### src/rtl/decoder_4_16_demux_if.sv
// Bundles the select and data signals of the decode block.
//   a, b, c, d : decoder select, a is the MSB; index n = {a,b,c,d}
//   o[16:1]    : one-hot decoder outputs; o[k] corresponds to output Ok
//   in_a, in_b : demux select, in_a is the MSB; index s = {in_a,in_b}
//   z          : demux data input
//   out[4:1]   : demux outputs; out[k] corresponds to output Outk
// The master modport drives the inputs and observes the outputs.
// The slave modport is used by the decoder block itself.
interface decoder_4_16_demux_if;
  logic        a;
  logic        b;
  logic        c;
  logic        d;
  logic [16:1] o;
  logic        in_a;
  logic        in_b;
  logic        z;
  logic [4:1]  out;

  modport master (
    output a, b, c, d, in_a, in_b, z,
    input  o, out
  );

  modport slave (
    input  a, b, c, d, in_a, in_b, z,
    output o, out
  );
endinterface

### src/rtl/decoder_4_16_demux.sv
// Registered 4-to-16 one-hot decoder and 1-to-4 demultiplexer.
// The two functions share only the clock and reset.
//   clk : rising-edge clock
//   rst : asynchronous active-high reset; forces every output to 0
//   bus : decoder_4_16_demux_if.slave (selects and data in, decoded outputs out)
// OUT_REG = 1 registers all outputs, giving 1 cycle of latency.
// OUT_REG = 0 makes all outputs combinational; clk and rst are then unused.
module decoder_4_16_demux #(
  parameter int unsigned OUT_REG = 1
) (
  input  logic                   clk,
  input  logic                   rst,
  decoder_4_16_demux_if.slave    bus
);

  logic [3:0]  dec_idx;
  logic [1:0]  dmx_idx;
  logic [16:1] o_d;
  logic [4:1]  out_d;

  assign dec_idx = {bus.a, bus.b, bus.c, bus.d};
  assign dmx_idx = {bus.in_a, bus.in_b};

  always_comb begin
    o_d = 16'(1) << dec_idx;
    out_d = 4'b0;
    if (bus.z) begin
      out_d = 4'(1) << dmx_idx;
    end
  end

  if (OUT_REG != 0) begin : g_reg
    // All-zero during reset is the only non-one-hot state the decoder may show.
    always_ff @(posedge clk or posedge rst) begin
      if (rst) begin
        bus.o   <= '0;
        bus.out <= '0;
      end else begin
        bus.o   <= o_d;
        bus.out <= out_d;
      end
    end
  end else begin : g_comb
    always_comb begin
      bus.o   = o_d;
      bus.out = out_d;
    end
  end

endmodule

### src/flat_wrapper.sv
// flat-port wrapper written by rule: the top's interface ports become plain ports
module decoder_4_16_demux_flat 
#(
  parameter int unsigned OUT_REG = 1
)
  (clk, rst, bus_a, bus_b, bus_c, bus_d, bus_in_a, bus_in_b, bus_z, bus_o, bus_out);
  decoder_4_16_demux_if bus_i ();
  input  logic clk;
  input  logic rst;
  input wire logic [$bits(bus_i.a)-1:0] bus_a;
  input wire logic [$bits(bus_i.b)-1:0] bus_b;
  input wire logic [$bits(bus_i.c)-1:0] bus_c;
  input wire logic [$bits(bus_i.d)-1:0] bus_d;
  input wire logic [$bits(bus_i.in_a)-1:0] bus_in_a;
  input wire logic [$bits(bus_i.in_b)-1:0] bus_in_b;
  input wire logic [$bits(bus_i.z)-1:0] bus_z;
  output wire logic [$bits(bus_i.o)-1:0] bus_o;
  output wire logic [$bits(bus_i.out)-1:0] bus_out;
  assign bus_i.a = bus_a;
  assign bus_i.b = bus_b;
  assign bus_i.c = bus_c;
  assign bus_i.d = bus_d;
  assign bus_i.in_a = bus_in_a;
  assign bus_i.in_b = bus_in_b;
  assign bus_i.z = bus_z;
  assign bus_o = bus_i.o;
  assign bus_out = bus_i.out;
  decoder_4_16_demux #(.OUT_REG(OUT_REG)) u_core (.clk(clk), .rst(rst), .bus(bus_i));
endmodule
### config.mk
export PLATFORM = sky130hd
export DESIGN_NAME = decoder_4_16_demux_flat
export DESIGN_NICKNAME = d
export VERILOG_FILES = /design/src/rtl/decoder_4_16_demux_if.sv /design/src/rtl/decoder_4_16_demux.sv /design/src/flat_wrapper.sv
export SDC_FILE = /design/constraint.sdc
export NUM_CORES = 1
export LEC_CHECK = 0
export CAP_MARGIN = 5
export CORE_UTILIZATION = 38
export CTS_BUF_LIST = sky130_fd_sc_hd__clkbuf_16
export DETAILED_ROUTE_END_ITERATION = 10
export GPL_TIMING_DRIVEN = 0
export HOLD_SLACK_MARGIN = 0.1
export PLACE_DENSITY = 0.8
export REMOVE_ABC_BUFFERS = 1
export SLEW_MARGIN = 20
export SYNTH_ARGS = -nofsm -noshare
export SYNTH_HDL_FRONTEND = slang
export SYNTH_SLANG_ARGS = --single-unit
export TNS_END_PERCENT = 10
### constraint.sdc
create_clock -name clk -period 0.8 [get_ports clk]
set_input_delay 0.16 -clock clk [delete_from_list [all_inputs] [get_ports clk]]
set_output_delay 0.16 -clock clk [all_outputs]
set_load 0.01 [all_outputs]
# Word level (Yosys, flattened, before mapping)
# Cells that the tools add are included.
# W data, S select, Z words.
# word_totals
in_bits	9
wordCells	5
reg_bits	20
out_inout_bits	20
# classes
shift	2
muxes	1
# ops
op	count
$shl A1 B4 Y16 const A	1
$mux W4	1
$shl A1 B2 Y4 const A	1

# Longest topological paths before layout
# depth
ltp_word	2
depth_mapped	2
depth_no_buf	1

# Least setup slack after synthesis
# OpenSTA, ideal clock, no wires.
# synth_timing
path_type	input to register
from	in bus_a
to	reg u_core.bus.o[2]
path_buffers	1
setup_ps	94
required_ps	706
arrival_ps	524
path_slack_ps	182
stages	2
path_cell_list	buf_6 -> nor4b_4
# synth_between
elab_chain_len	1
# synth_rtl
item	line	rtl
start, declared	flat_wrapper.sv:10	input wire logic [$bits(bus_i.a)-1:0] bus_a;
$shl A1 B4 Y16	decoder_4_16_demux.sv:25	o_d = 16'(1) << dec_idx;
named net u_core.o_d (one bit)	decoder_4_16_demux.sv:18	logic [16:1] o_d;
end signal, assigned	decoder_4_16_demux.sv:36	bus.o <= '0;
end signal, assigned	decoder_4_16_demux.sv:39	bus.o <= o_d;
end, declared	decoder_4_16_demux_if.sv:27	output o, out
# The timed path passes the listed nets, and every way through them passes these cells.

# Worst setup path after layout
# layout_timing
from	reg u_core.bus.o[14]
to	out bus_o[13]
# layout_lines
item	line	rtl
end, declared	flat_wrapper.sv:17	output wire logic [$bits(bus_i.o)-1:0] bus_o;
# No word-level cell between the ends.

==> results_dict.tcl <==
set metrics [dict create \
    outcome "complete, but fails checks" \
    failed_checks "negative setup slack" \
    fin_crit_ns 0.9135 \
    hold-worst-slack_ns 0.2710 \
    most-common-layout-cells "dfrtp_1, buf_2" \
    detailed_router_s_first_iteration_violation_count 1 \
    port_buf_inserts 28 \
    inserted_clock_buffers 3 \
    detailed_place.area_um2 1081 \
    detail_route.first_pass.iterations 3 \
    cts-root-to-sink-buffers 2 \
    worst_hold_path_type "input pin to asynchronous set/reset pin" \
    synth_top_cell_area_share 0.6163 \
    worst_ep_arrival_time_ns 0.75 \
    gp_routability_congestion 0.7066 \
    cts.htree.levels 1 \
    fillers 162 \
    cp_cell_sequence "buf_2" \
    sort_of_element_at_the_end_of_the_critical_path "output port" \
    place.detailed.hpwl_um 847.9 \
    endpoint "bus_o[13]" \
    drtAntennaViolNets 0 \
    maxSlewHeadroom 0.7290 \
    power.leakage_uw 0.0005688 \
    worstPathRequired_ns 0.64 \
    grt.total_usage 0.1236 \
    start_util 0.4097 \
    cp_max_fo 1 \
    synth_warnings 0 \
    max_slew_violation_count 0 \
    ios 29 \
    path_clk_slew_ns 0.05 \
    synth_area_leader_cell "dfrtp_1" \
    via_count_normalized_by_instance_count 4.838 \
    floorplan.die_area_um2 2326 \
    global_route_wire_length_before_repair_um 1856 \
    element_type_at_the_critical_path_start "flop" \
    max_slew.worst_pin.slew_ns 0.4056 \
    path_delay_family "flip-flops" \
    critical_path_buf_inv_count 1 \
    post_synth_instance_area_um2 812.0 \
    core_region_area_um2 1982 \
    worst_setup_path_startpoint "u_core.bus.o[14]$_DFF_PP0_" \
    timing.critical_path.slowest_cell_delay_ns 0.37 \
    cellPowerDensity_nw_per_um2 2043 \
    max-vdd-ir-drop_mv 1.049 \
    layout_worst_path_cycle_share 1.142 \
    crit_path_top_delay_cell "dfrtp_1" \
    hold_violations 0 \
    worst-path-stages 1 \
    synth_area_per_cell_um2 18.05 \
    drive_above_1_share 0.4861 \
    final_common_cell "dfrtp_1" \
    rsz0062_at_grt "yes" \
    postRouteWirelength_um 1332 \
    post_layout_nets 83 \
    final_cell_area_um2 1084 \
    total_power_uw 2214 \
    synth_area_leaders "dfrtp_1, nor4b_4, and4bb_1, buf_6, and4b_1" \
    postSynthRegisterBits 20 \
    number_of_global_route_vias_before_repair 373 \
    post_cts_buffers 0 \
    clock_sink_count 20 \
    route.vias.total 479 \
    synth_seq_area_share 0.6163 \
    area_growth_pct 33.44 \
    timing.final.setup_violations 20 \
    antenna_cells_inserted 0 \
    wl_per_cell_um 13.45 \
    grt_start_max_net_pins 21 \
    number_of_antenna_violations_at_the_first_check_in_global_routing 0 \
    fp-row-count 16 \
    cts_tree "built" \
    drv_cap 0 \
    detail_route.drc_violations 0 \
    syn-instance-count 45 \
    synthDistinctLibCells 12 \
    finalWorstSetupSlack_ns -0.1135 \
    criticalPathCategory "flop to output port" \
    dieHeight_um 48.23 \
    timing.fmax_mhz 1095 \
    die_width_um 48.23 \
    grt_overflow 0 \
    clock-root-buffer "clkbuf_16" \
]
==> logic make-up (layout without fill, tap and decap cells) <==
kind of cell / after synthesis / after routing / synth area share
buffers and inverters: 5 / 32 / 0.06008
and+or+nand+nor: 20 / 20 / 0.3236
DFF: 20 / 20 / 0.6163
==> state kept, by name, indices dropped and copies added, names as in the netlist <==
register        flops
u_core.bus.o       16
u_core.bus.out      4
==> per-stage QoR <==
stage          cells  setup TNS [ns]  utilization  setup WS (ns)
2_1_floorplan     41               0            -         0.2644
3_3_place_gp      96          -19.76       0.5455        -0.6604
3_5_place_dp      96          -21.20       0.5455        -0.7252
4_1_cts           99          -1.878       0.5372        -0.1189
5_1_grt           99          -2.220       0.5467        -0.1349
6_report          99          -1.723       0.5467        -0.1135
==> metal layers <==
layer  GRT usage  vias to the layer above  wire, um
li1            -                      222         -
met1      0.1678                      235       602
met2      0.1680                       20       618
met3     0.01481                        2        77
met4      0.1167                        0        34
met5           0                        -         0
==> Yosys cell counts <==
cell,count
and3b_1,2
and4_1,1
and4bb_2,2
nor3b_1,1
nor4_2,1
and4bb_1,4
and3_1,1
and4b_1,4
nor4b_4,4
dfrtp_1,20
inv_1,1
buf_6,4
==> what timing repair did <==
item                       in CTS  in global routing
gates resized for setup        93                  3
setup endpoints to repair      56                 20
hold buffers                    0                  0
hold endpoints to repair        0                  0
==> where the power goes <==
group          leakage, uW  switching [uW]  internal (uW)  total [uW]
Sequential        0.000273            7.16           1040        1050
Clock            0.0000370             299            656         955
Combinational     0.000258             114           96.9         211
Total             0.000569             420           1790        2210
==> worst min-delay path by stage <==
stage                     from                          end  slack, ns  depth (start not counted)
final                      rst   u_core.bus.o[14]$_DFF_PP0_       0.27                          2
after CTS                  rst   u_core.bus.o[14]$_DFF_PP0_       0.28                          2
after detailed placement   rst  u_core.bus.out[3]$_DFF_PP0_       0.62                          2
after global placement     rst  u_core.bus.out[2]$_DFF_PP0_       0.61                          2
after global routing       rst    u_core.bus.o[1]$_DFF_PP0_       0.32                          2
after floorplan            rst   u_core.bus.o[10]$_DFF_PP0_       0.12                          1
==> final cells by class <==
| cell class | count | area, um2 | area share |
|---|---|---|---|
| timing repair buffer | 28 | 203.9 | 0.1882 |
| clock buffer | 3 | 75.07 | 0.06928 |
| sequential | 20 | 500.5 | 0.4619 |
| tap | 27 | 33.78 | 0.03118 |
| inverter | 1 | 7.507 | 0.006928 |
| multi-input combinational | 20 | 262.8 | 0.2425 |
No activity file was read; power rests on OpenSTA's default activity.
